--- config.mk ---
export PLATFORM = sky130hd
export DESIGN_NAME = mac_seq
export DESIGN_NICKNAME = d
export VERILOG_FILES = /design/src/rtl/mac_seq.sv
export SDC_FILE = /design/constraint.sdc
export NUM_CORES = 1
export LEC_CHECK = 0
export ABC_AREA = 1
export ABC_CLOCK_PERIOD_IN_PS = 6300
export BUFFER_PORTS_ARGS = -buffer_cell sky130_fd_sc_hd__buf_2
export CORE_MARGIN = 2
export CORE_UTILIZATION = 45
export CTS_BUF_LIST = sky130_fd_sc_hd__clkbuf_8
export CTS_CLUSTER_SIZE = 16
export DETAILED_ROUTE_END_ITERATION = 10
export GPL_ROUTABILITY_DRIVEN = 0
export PLACE_DENSITY = 0.7
export SKIP_CTS_REPAIR_TIMING = 1
export SLEW_MARGIN = 10
export SYNTH_ARGS = -nofsm -noshare
export SYNTH_HDL_FRONTEND = slang
export SYNTH_SLANG_ARGS = --single-unit
--- constraint.sdc ---
create_clock -name clk -period 6.3 [get_ports clk]
set_input_delay 0.945 -clock clk [delete_from_list [all_inputs] [get_ports clk]]
set_output_delay 0.945 -clock clk [all_outputs]
set_load 0.005 [all_outputs]
--- src/rtl/mac_seq.sv ---
// mac_seq: operand sequencer and result collector for a pipelined signed MAC.
// Streams N operand pairs into the MAC (a/b/clear) and collects each finished
// dot product from z into a 2-entry result FIFO drained over valid/ready.
module mac_seq #(
    parameter int aBits   = 10,
    parameter int zBits   = 22,
    parameter int lenBits = 8
) (
    input  logic                     clk,
    input  logic                     rst,
    input  logic                     start,
    input  logic [lenBits-1:0]       cfg_len,
    input  logic                     in_valid,
    output logic                     in_ready,
    input  logic signed [aBits-1:0]  in_a,
    input  logic signed [aBits-1:0]  in_b,
    output logic signed [aBits-1:0]  mac_a,
    output logic signed [aBits-1:0]  mac_b,
    output logic                     mac_clear,
    input  logic signed [zBits-1:0]  mac_z,
    output logic                     out_valid,
    input  logic                     out_ready,
    output logic signed [zBits-1:0]  out_z,
    output logic                     busy
);

    typedef enum logic {S_IDLE = 1'b0, S_RUN = 1'b1} state_t;

    state_t                  state_q, state_d;
    logic [lenBits-1:0]      len_q, len_d;
    logic [lenBits-1:0]      cnt_q, cnt_d;
    logic [1:0]              credits_q, credits_d;
    logic signed [aBits-1:0] mac_a_q, mac_a_d;
    logic signed [aBits-1:0] mac_b_q, mac_b_d;
    logic                    clr_p1_q, clr_p1_d;
    logic                    mac_clear_q, mac_clear_d;
    logic                    last_p1_q, last_p1_d;
    logic                    last_p2_q, last_p2_d;
    logic                    last_p3_q, last_p3_d;
    logic                    wr_ptr_q, wr_ptr_d;
    logic                    rd_ptr_q, rd_ptr_d;
    logic [1:0]              fill_q, fill_d;
    logic signed [zBits-1:0] fifo_q [2];
    logic signed [zBits-1:0] fifo_d [2];

    logic is_last;
    logic accept;
    logic push;
    logic pop;

    // The last pair of a vector may only be taken when a FIFO slot is reserved for its result.
    assign is_last   = (cnt_q == len_q - lenBits'(1));
    assign in_ready  = (state_q == S_RUN) && !(is_last && (credits_q == 2'd0));
    assign accept    = in_valid && in_ready;
    assign out_valid = (fill_q != 2'd0);
    assign pop       = out_valid && out_ready;
    assign push      = last_p3_q;
    assign out_z     = out_valid ? fifo_q[rd_ptr_q] : '0;
    assign busy      = (state_q == S_RUN);
    assign mac_a     = mac_a_q;
    assign mac_b     = mac_b_q;
    assign mac_clear = mac_clear_q;

    // Next-state logic: sequencing FSM, credits, operand/clear/capture pipes and FIFO.
    always_comb begin
        state_d     = state_q;
        len_d       = len_q;
        cnt_d       = cnt_q;
        credits_d   = credits_q;
        wr_ptr_d    = wr_ptr_q;
        rd_ptr_d    = rd_ptr_q;
        fill_d      = fill_q;
        fifo_d      = fifo_q;

        unique case (state_q)
            S_IDLE: begin
                if (start && (cfg_len != '0)) begin
                    state_d = S_RUN;
                    len_d   = cfg_len;
                    cnt_d   = '0;
                end
            end
            S_RUN: begin
                if (accept) begin
                    if (is_last) begin
                        state_d = S_IDLE;
                        cnt_d   = '0;
                    end else begin
                        cnt_d = cnt_q + lenBits'(1);
                    end
                end
            end
            default: state_d = S_IDLE;
        endcase

        unique case ({accept && is_last, pop})
            2'b10:   credits_d = credits_q - 2'd1;
            2'b01:   credits_d = credits_q + 2'd1;
            default: credits_d = credits_q;
        endcase

        // Gaps feed zero operands so the accumulator just adds zero.
        mac_a_d     = accept ? in_a : '0;
        mac_b_d     = accept ? in_b : '0;
        clr_p1_d    = accept && (cnt_q == '0);
        mac_clear_d = clr_p1_q;
        last_p1_d   = accept && is_last;
        last_p2_d   = last_p1_q;
        last_p3_d   = last_p2_q;

        if (push) begin
            fifo_d[wr_ptr_q] = mac_z;
            wr_ptr_d         = ~wr_ptr_q;
        end
        if (pop) begin
            rd_ptr_d = ~rd_ptr_q;
        end
        unique case ({push, pop})
            2'b10:   fill_d = fill_q + 2'd1;
            2'b01:   fill_d = fill_q - 2'd1;
            default: fill_d = fill_q;
        endcase
    end

    // Control and MAC-drive registers; reset aborts any vector in flight.
    always_ff @(posedge clk or posedge rst) begin
        if (rst) begin
            state_q     <= S_IDLE;
            len_q       <= '0;
            cnt_q       <= '0;
            credits_q   <= 2'd2;
            mac_a_q     <= '0;
            mac_b_q     <= '0;
            clr_p1_q    <= 1'b0;
            mac_clear_q <= 1'b0;
            last_p1_q   <= 1'b0;
            last_p2_q   <= 1'b0;
            last_p3_q   <= 1'b0;
            wr_ptr_q    <= 1'b0;
            rd_ptr_q    <= 1'b0;
            fill_q      <= 2'd0;
        end else begin
            state_q     <= state_d;
            len_q       <= len_d;
            cnt_q       <= cnt_d;
            credits_q   <= credits_d;
            mac_a_q     <= mac_a_d;
            mac_b_q     <= mac_b_d;
            clr_p1_q    <= clr_p1_d;
            mac_clear_q <= mac_clear_d;
            last_p1_q   <= last_p1_d;
            last_p2_q   <= last_p2_d;
            last_p3_q   <= last_p3_d;
            wr_ptr_q    <= wr_ptr_d;
            rd_ptr_q    <= rd_ptr_d;
            fill_q      <= fill_d;
        end
    end

    // Result storage; contents are only observable through out_z when non-empty.
    always_ff @(posedge clk) begin
        fifo_q <= fifo_d;
    end

endmodule

---- After elaboration in Yosys (flattened, before gate mapping) ----
Index checks and enable logic that the tools add are counted.
Widths: inputs -> output; s select.
storage, ports and cells
  output and inout bits ................... 46
  input bits .............................. 55
  register bits after elaboration ......... 92
  logic and storage cells ................. 73
operators by class
  bitwise logic cells ..................... 5
  magnitude comparators ................... 3
  add/sub/neg operators ................... 6
  reduce and logical (&&, ||, !) cells .... 17
  muxes and demuxes ....................... 19
  equal/unequal tests ..................... 7
operators with widths
  cell                 number
  $mux 22              5
  $bwmux 44            1
  $mux 8               3
  $demux 22 s1         1
  $mux 10              2
  $pmux 8 s2           1
  $add 8x1->8 const B  1
  $eq 8x8->1           1
  $logic_and 1x1->1    8
  $logic_not 8->1      1
  $pmux 2 s2           2
  $reduce_bool 8->1    1
  $sub 8x1->8 const B  1
  $reduce_bool 2->1    3
  $add 2x1->2 const B  2
  $eq 2x1->1 const B   2
  $eq 2x2->1 const B   2
  $ge 2x2->1 const B   2
  $not 1->2            2
  $reduce_and 2->1     2
  $sub 2x1->2 const B  2
  $mux 1               3
  $not 1->1            3
  $logic_not 2->1      1
  5 further kinds      5

---- Depth between registers and ports, before layout ----
Gate-level depths: netlist of the first run.
  depth in word-level cells ............... 9
  gate-level depth with buffers ........... 16
  mapped depth without buffers ............ 16

---- Least setup slack after synthesis of the first run ----
No wires, ideal clock.
  path type ............................... register to output
  start point ............................. reg len_q[0]
  end point ............................... out in_ready
  data arrival time ....................... 1.373 ns
  stages on the path, launching flop included .. 12
  setup slack ............................. 3.982 ns
  buffers on the path ..................... 0
  data required time ...................... 5.355 ns
  path through ............................ dfrtp_1 > inv_1 > ha_1 > nand3_2 > inv_1 > nand2_1 > nand2_1 > nand3_1 > nor2_2 > nand3_2 > nand2_1 > inv_1
on the way
  cells in the longest elaborated chain, start to end .. 5
RTL lines
  element                 line  text
  start, declared         30    logic [lenBits-1:0] len_q, len_d;
  start signal, assigned  144   len_q <= len_d;
  $sub 8x1->8             52    assign is_last = (cnt_q == len_q - lenBits'(1));
  $eq 8x8->1              52
  $logic_and 1x1->1       53    assign in_ready = (state_q == S_RUN) && !(is_last && (credits_q == 2'd0));
  $logic_not 1->1         53
  $logic_and 1x1->1       53
  end, declared           14    output logic in_ready,
Every way passes these cells.

---- Worst setup path in the final report of the first run ----
  start point ............................. reg rd_ptr_q
  end point ............................... out out_z[7]
on the way
  cells in the longest elaborated chain, start to end .. 5
RTL lines
  element                                     line  text
  start, declared                             41    logic rd_ptr_q, rd_ptr_d;
  start signal, assigned                      155   rd_ptr_q <= rd_ptr_d;
  $not 1->2 (implied by the code)             58    assign out_z = out_valid ? fifo_q[rd_ptr_q] : '0;
  $mux 22 (implied by the code) (3 in a row)  58
  $mux 22                                     58
  end, declared                               23    output logic signed [zBits-1:0] out_z,
Every way passes these cells. The select of a mux whose other input is x is not followed.

==> results of run 1 <==
[layer usage]
layer	part of all wire (%)	routed length, µm	up-vias	global-route usage [%]
li1	-	-	1422	-
met1	45	3160	1315	19.9
met2	49	3460	81	26.4
met3	5.3	371	7	3.96
met4	0.91	64	0	2.78
met5	0	0	-	0
[kinds of logic (layout without fill, tap and decap cells)]
| logic type | after synthesis | count (layout) | share of synthesized area, % |
|---|---|---|---|
| adders and majority gates | 5 | 5 | 1.60 |
| buffers and inverters | 63 | 166 | 6.52 |
| and+or+nand+nor | 174 | 174 | 19.0 |
| DFF | 92 | 92 | 64.5 |
| xor gates and xnor gates | 16 | 16 | 3.58 |
| muxes | 1 | 1 | 0.288 |
| AOI/OAI and AO/OA | 36 | 36 | 4.60 |
[cell usage after synthesis]
| library cell | number | area, µm² |
|---|---|---|
| a21oi_1 | 31 | 155 |
| buf_2 | 2 | 10.0 |
| buf_6 | 2 | 22.5 |
| clkbuf_1 | 8 | 30.0 |
| clkbuf_2 | 1 | 5.00 |
| dfrtp_1 | 47 | 1180 |
| dfstp_2 | 1 | 26.3 |
| edfxtp_1 | 44 | 1320 |
| ha_1 | 5 | 62.6 |
| inv_1 | 48 | 180 |
| inv_2 | 2 | 7.51 |
| mux2_2 | 1 | 11.3 |
| nand2_1 | 90 | 338 |
| nand2_2 | 2 | 12.5 |
| nand3_1 | 20 | 100 |
| nand3_2 | 3 | 30.0 |
| nand3b_1 | 3 | 22.5 |
| nand4_1 | 1 | 6.26 |
| nor2_1 | 48 | 180 |
| nor2_2 | 2 | 12.5 |
| nor2_4 | 1 | 11.3 |
| nor3_2 | 1 | 10.0 |
| nor4_1 | 3 | 18.8 |
| o21ai_0 | 5 | 25.0 |
| xnor2_1 | 7 | 61.3 |
| xor2_1 | 9 | 78.8 |
[worst register-to-register path, stage by stage (launching register included)]
cell and delay, ns:
dfrtp_1 0.42, inv_1 0.14, ha_1 0.27, inv_1 0.08
nand2_1 0.05, nand3_1 0.07, nand2_1 0.05, inv_1 0.05
nand3_1 0.06, nor2_1 0.19, nand2_1 0.11, inv_1 0.06
nand4_1 0.18, ha_1 0.39, a21oi_1 0.12, o21ai_0 0.11
xnor2_1 0.14
[path summary, 6_finish.rpt]
| kind | start | endpoint | cells after the start |
|---|---|---|---|
| setup / recovery | rd_ptr_q | out_z[7] | 4 |
| setup reg to reg | len_q[0] | credits_q[1] | 16 |
| hold reg to reg | clr_p1_q | mac_clear | 0 |
| min in group asynchronous | rst | mac_b[0] | 2 |
| hold / removal | clr_p1_q | mac_clear | 0 |
| max in group asynchronous | rst | last_p3_q | 2 |
[sequential cells by signal, summed over array words and instances, names as in the netlist, 2 cells and up]
register   cells
cnt_q          8
credits_q      2
fifo_q        44
fill_q         2
len_q          8
mac_a         10
mac_b         10
[layout make-up]
| cell class | count | area (µm²) | area share [%] |
|---|---|---|---|
| Sequential cell | 92 | 2520 | 53.6 |
| Clock buffer | 9 | 124 | 2.63 |
| Tap cell | 108 | 135 | 2.87 |
| Clock inverter | 7 | 92.6 | 1.97 |
| Inverter | 50 | 188 | 3.99 |
| Multi-Input combinational cell | 232 | 1140 | 24.3 |
| Timing Repair Buffer | 100 | 500 | 10.6 |
[power by group]
part	switching [mW]	total (mW)	internal, mW
Sequential	0.0870	0.794	0.707
Combinational	0.299	0.523	0.224
Clock	0.195	0.418	0.223
Total	0.581	1.73	1.15
[metrics by stage]
stage | total power, mW | instances | util, % | area [µm²]
floorplan | 1.15 | 387 | - | 3920
global placement | 1.32 | 582 | 52.2 | 4490
detailed placement | 1.34 | 582 | 52.2 | 4490
CTS | 1.76 | 598 | 54.7 | 4700
global route | 1.87 | 598 | 54.7 | 4700
finish | 1.73 | 598 | 54.7 | 4700
==> run metrics, run 1 <==
status=finished clean; Place WS=~3.5 ns; Critical Path Max Stage Delay=0.85 ns; worst-margin pin slew=1.08 ns; post-DP HPWL=just over 5000 µm; WL per Instance=11.8 µm; fin nets=545; Cell Rows=34; Num CTS Buffers=9; kind of end point of the critical path=output pin; commonest non-fill, non-tap cell in the layout=buf_2; Top Ports=101; Max Slew Vio Count=0; first-pass GRT wire length=12100 µm; CP cell instances=inv_1 -> nand2_1 -> a21oi_1 -> buf_2; PnR worst setup slack=~3.2 ns; CP required=5.35 ns; fillcell total=between 800 and 900; final antenna-violating net count=0; WP data arrival=2.15 ns; drt via density=4.72; crit path time final=3.09 ns; Post-Syn Nets=447; Crit path max-delay family=flip-flops; routed vias=2825; Max Clock Freq=roughly 320 MHz; critical path class=reg -> out; Syn. warnings=0; Buffers on Ports=100; Leakage=2.32 nW; share of cells above drive strength 1=26.5%; flop2flop setup slack=3.73 ns; die width=roughly 97 µm; Final Skew=around 0.008 ns; average size of a mapped cell=between 10 and 15 µm²; synthesis-to-layout area growth=20.2%; slowest CP cell=dfrtp_1; Initial Util=45.6%; class of the worst hold path=reg -> reg; TritonCTS clock tree=done; Sink Count=slightly above 90; initial antenna violation count=0; worst vdd ir=0.181 mV; startpoint class of the critical path=register; final hold violations=0; clock root cell=clkbuf_8; Critical path buffers and inverters=2; vias in the first global route=2786; Die ar.=9460 µm²; # setup viols final=0; worst-path fanout max=24; commonest cells after routing, fill and taps aside=buf_2 (100), nand2_1 (90), inv_1 (48); clock transition at the registers of the reported paths=0.09 ns; post-synthesis cell type count=26; Die Ht=97.3 µm; number of H-tree levels=3; Mapped Cells=387; CTS Buffer Depth=2; DRT Pass-1 Iters=4; final hold slack=0.356 ns; clk_lat worst skew=between 0.3 and 0.4 ns; Detailed Route WL=7060 µm; Core Area=8590 µm²; power per cell area=369 nW/µm²; initial drt markers=85; # diodes=0; total grt overflow=0; largest net degree at the start of global routing=49; RSZ-0062 raised after global routing=false; setup tns final=0 ns; # DRC=0; Synth Register Bits=between 90 and 100; Tot GR Track Use=around 15%; sequential fraction of the synthesis area=between 60% and 70%; Post-Syn Area=roughly 3900 µm²; headroom to the max-slew limit=28.1%; total of max-cap violations=0; post-route clock period utilization=49.1%
Note: power is estimated with default switching activity, not from simulation.
==> inputs of run 2 (changes only) <==
Settings changed: ABC_CLOCK_PERIOD_IN_PS 6300 to 2850.
Clock period 6.3 ns to 2.85 ns, I/O delays scaled along.
==> run metrics, run 2 (same netlist as run 1, synthesis figures left out) <==
Initial Util=45.6% (unchanged); largest net degree at the start of global routing=49 (unchanged); initial drt markers=91 (+7.1%); CP cell instances=inv_1 -> ha_1 -> nand3_2 -> nor2_1 -> nand2_1 -> nand2_1 -> nand2_1 -> nor2_2 -> nand3_2 -> nand2_1 -> inv_1 -> buf_2; vias in the first global route=2899 (+4.1%); RSZ-0062 raised after global routing=false; kind of end point of the critical path=output pin; max reg flops=44 (unchanged); headroom to the max-slew limit=35.6% (+7.5 points); initial antenna violation count=0 (unchanged); clock transition at the registers of the reported paths=0.09 ns (about the same); power per cell area=793 nW/µm² (+110%); Leakage=2.33 nW (+0.39%); Crit path max-delay family=simple AND/OR/NAND/NOR gates; CTS Buffer Depth=2 (unchanged); clock root cell=clkbuf_8; final antenna-violating net count=0 (unchanged); Biggest register=fifo_q; worst-margin pin slew=0.965 ns (-0.112 ns); class of the worst hold path=in -> reg; critical path class=reg -> out; Core Area=8590 µm² (unchanged); # diodes=0 (unchanged); number of H-tree levels=3 (unchanged); fillcell total=793 (-1.6%); Die Ht=97.3 µm (unchanged); Max Slew Vio Count=0 (unchanged); routed vias=2867 (+1.5%); setup tns final=0 ns (unchanged); share of cells above drive strength 1=27.3% (+0.74 points); drt via density=4.75 (+0.65%); die width=97.3 µm (unchanged); CP required=2.42 ns (-2.93 ns); Sink Count=92 (unchanged); post-DP HPWL=5320 µm (+5.5%); worst vdd ir=0.363 mV (+100%); Critical path buffers and inverters=3 (+1); Critical Path Max Stage Delay=0.41 ns (-0.44 ns); clk_lat worst skew=0.35 ns (about the same); Max Clock Freq=between 400 and 500 MHz; crit path time final=~2.5 ns; Die ar.=9460 µm² (unchanged); WL per Instance=12.2 µm (+3.5%); total of max-cap violations=0 (unchanged); Top Ports=101 (unchanged); commonest cells after routing, fill and taps aside=buf_2 (100), nand2_1 (90), inv_1 (49); Final Util=54.6% (-0.15 points); synthesis-to-layout area growth=19.8%; Final Skew=0.00932 ns (+0.00121 ns); worst-path fanout max=6 (-75%); most frequent CP cell=nand2_1; fin nets=550 (+0.92%); status=finished clean; post-route clock period utilization=87.2%; # setup viols final=0 (unchanged); Num CTS Buffers=9 (unchanged); # DRC=0 (unchanged); slowest CP cell=dfrtp_1; first-pass GRT wire length=12500 µm (+3.5%); commonest non-fill, non-tap cell in the layout=buf_2; Detailed Route WL=7360 µm (+4.4%); WP data arrival=2.06 ns (-0.09 ns); Tot GR Track Use=16.0% (+0.72 points); Cell Rows=34 (unchanged); final hold violations=0 (unchanged); TritonCTS clock tree=done; total grt overflow=0 (unchanged); DRT Pass-1 Iters=4 (unchanged); Buffers on Ports=100 (unchanged); startpoint class of the critical path=register
-- run 2: worst paths after layout --
check	from	to	slack [ns]	depth (start not counted)
worst max register to register	len_q[0]	credits_q[1]	0.42	15
worst min register to register	last_p2_q	last_p3_q	0.36	0
max in group asynchronous	rst	wr_ptr_q	1.95	2
worst max-delay path	len_q[0]	in_ready	0.37	12
worst min-delay path	mac_z[5]	fifo_q[5]	0.26	1
min in group asynchronous	rst	mac_b[7]	0.29	2
-- run 2: through the flow --
stage	hold WS [ns]	cell area (µm²)	total power, mW	instances	setup slack [ns]
after floorplan	0.331	3920	2.54	387	0.681
after global placement	0.335	4530	2.95	587	0.584
after detailed placement	0.335	4530	2.99	587	0.424
after CTS	0.247	4690	3.75	603	0.358
after global routing	0.237	4690	3.98	603	0.0699
final	0.262	4690	3.72	603	0.365
-- run 2: final cells by class --
class / instances / area (µm²) / share of cell area (%)
sequential: 92 / 2520 / 53.8
multi-input combinational: 232 / 1140 / 24.3
timing repair buffer: 105 / 538 / 11.5
inverter: 50 / 188 / 4.00
tap: 108 / 135 / 2.88
clock buffer: 9 / 124 / 2.64
clock inverter: 7 / 42.5 / 0.907
-- run 2: power by group --
| part | leakage (nW) | switching, mW | internal, mW |
|---|---|---|---|
| registers | 0.997 | 0.153 | 1.56 |
| clock network | 0.0934 | 0.445 | 0.316 |
| logic | 1.24 | 0.728 | 0.514 |
| total | 2.33 | 1.33 | 2.39 |
-- run 2: routing by layer --
metal / wire length (µm) / part of all wire, % / track usage (%) / vias to the layer above
li1: - / - / - / 1440
met1: 3260 / 44 / 20.1 / 1341
met4: 24 / 0.33 / 3.74 / 0
met5: 0 / 0 / 0 / -
met3: 429 / 5.8 / 5.18 / 4
met2: 3650 / 50 / 27.4 / 82
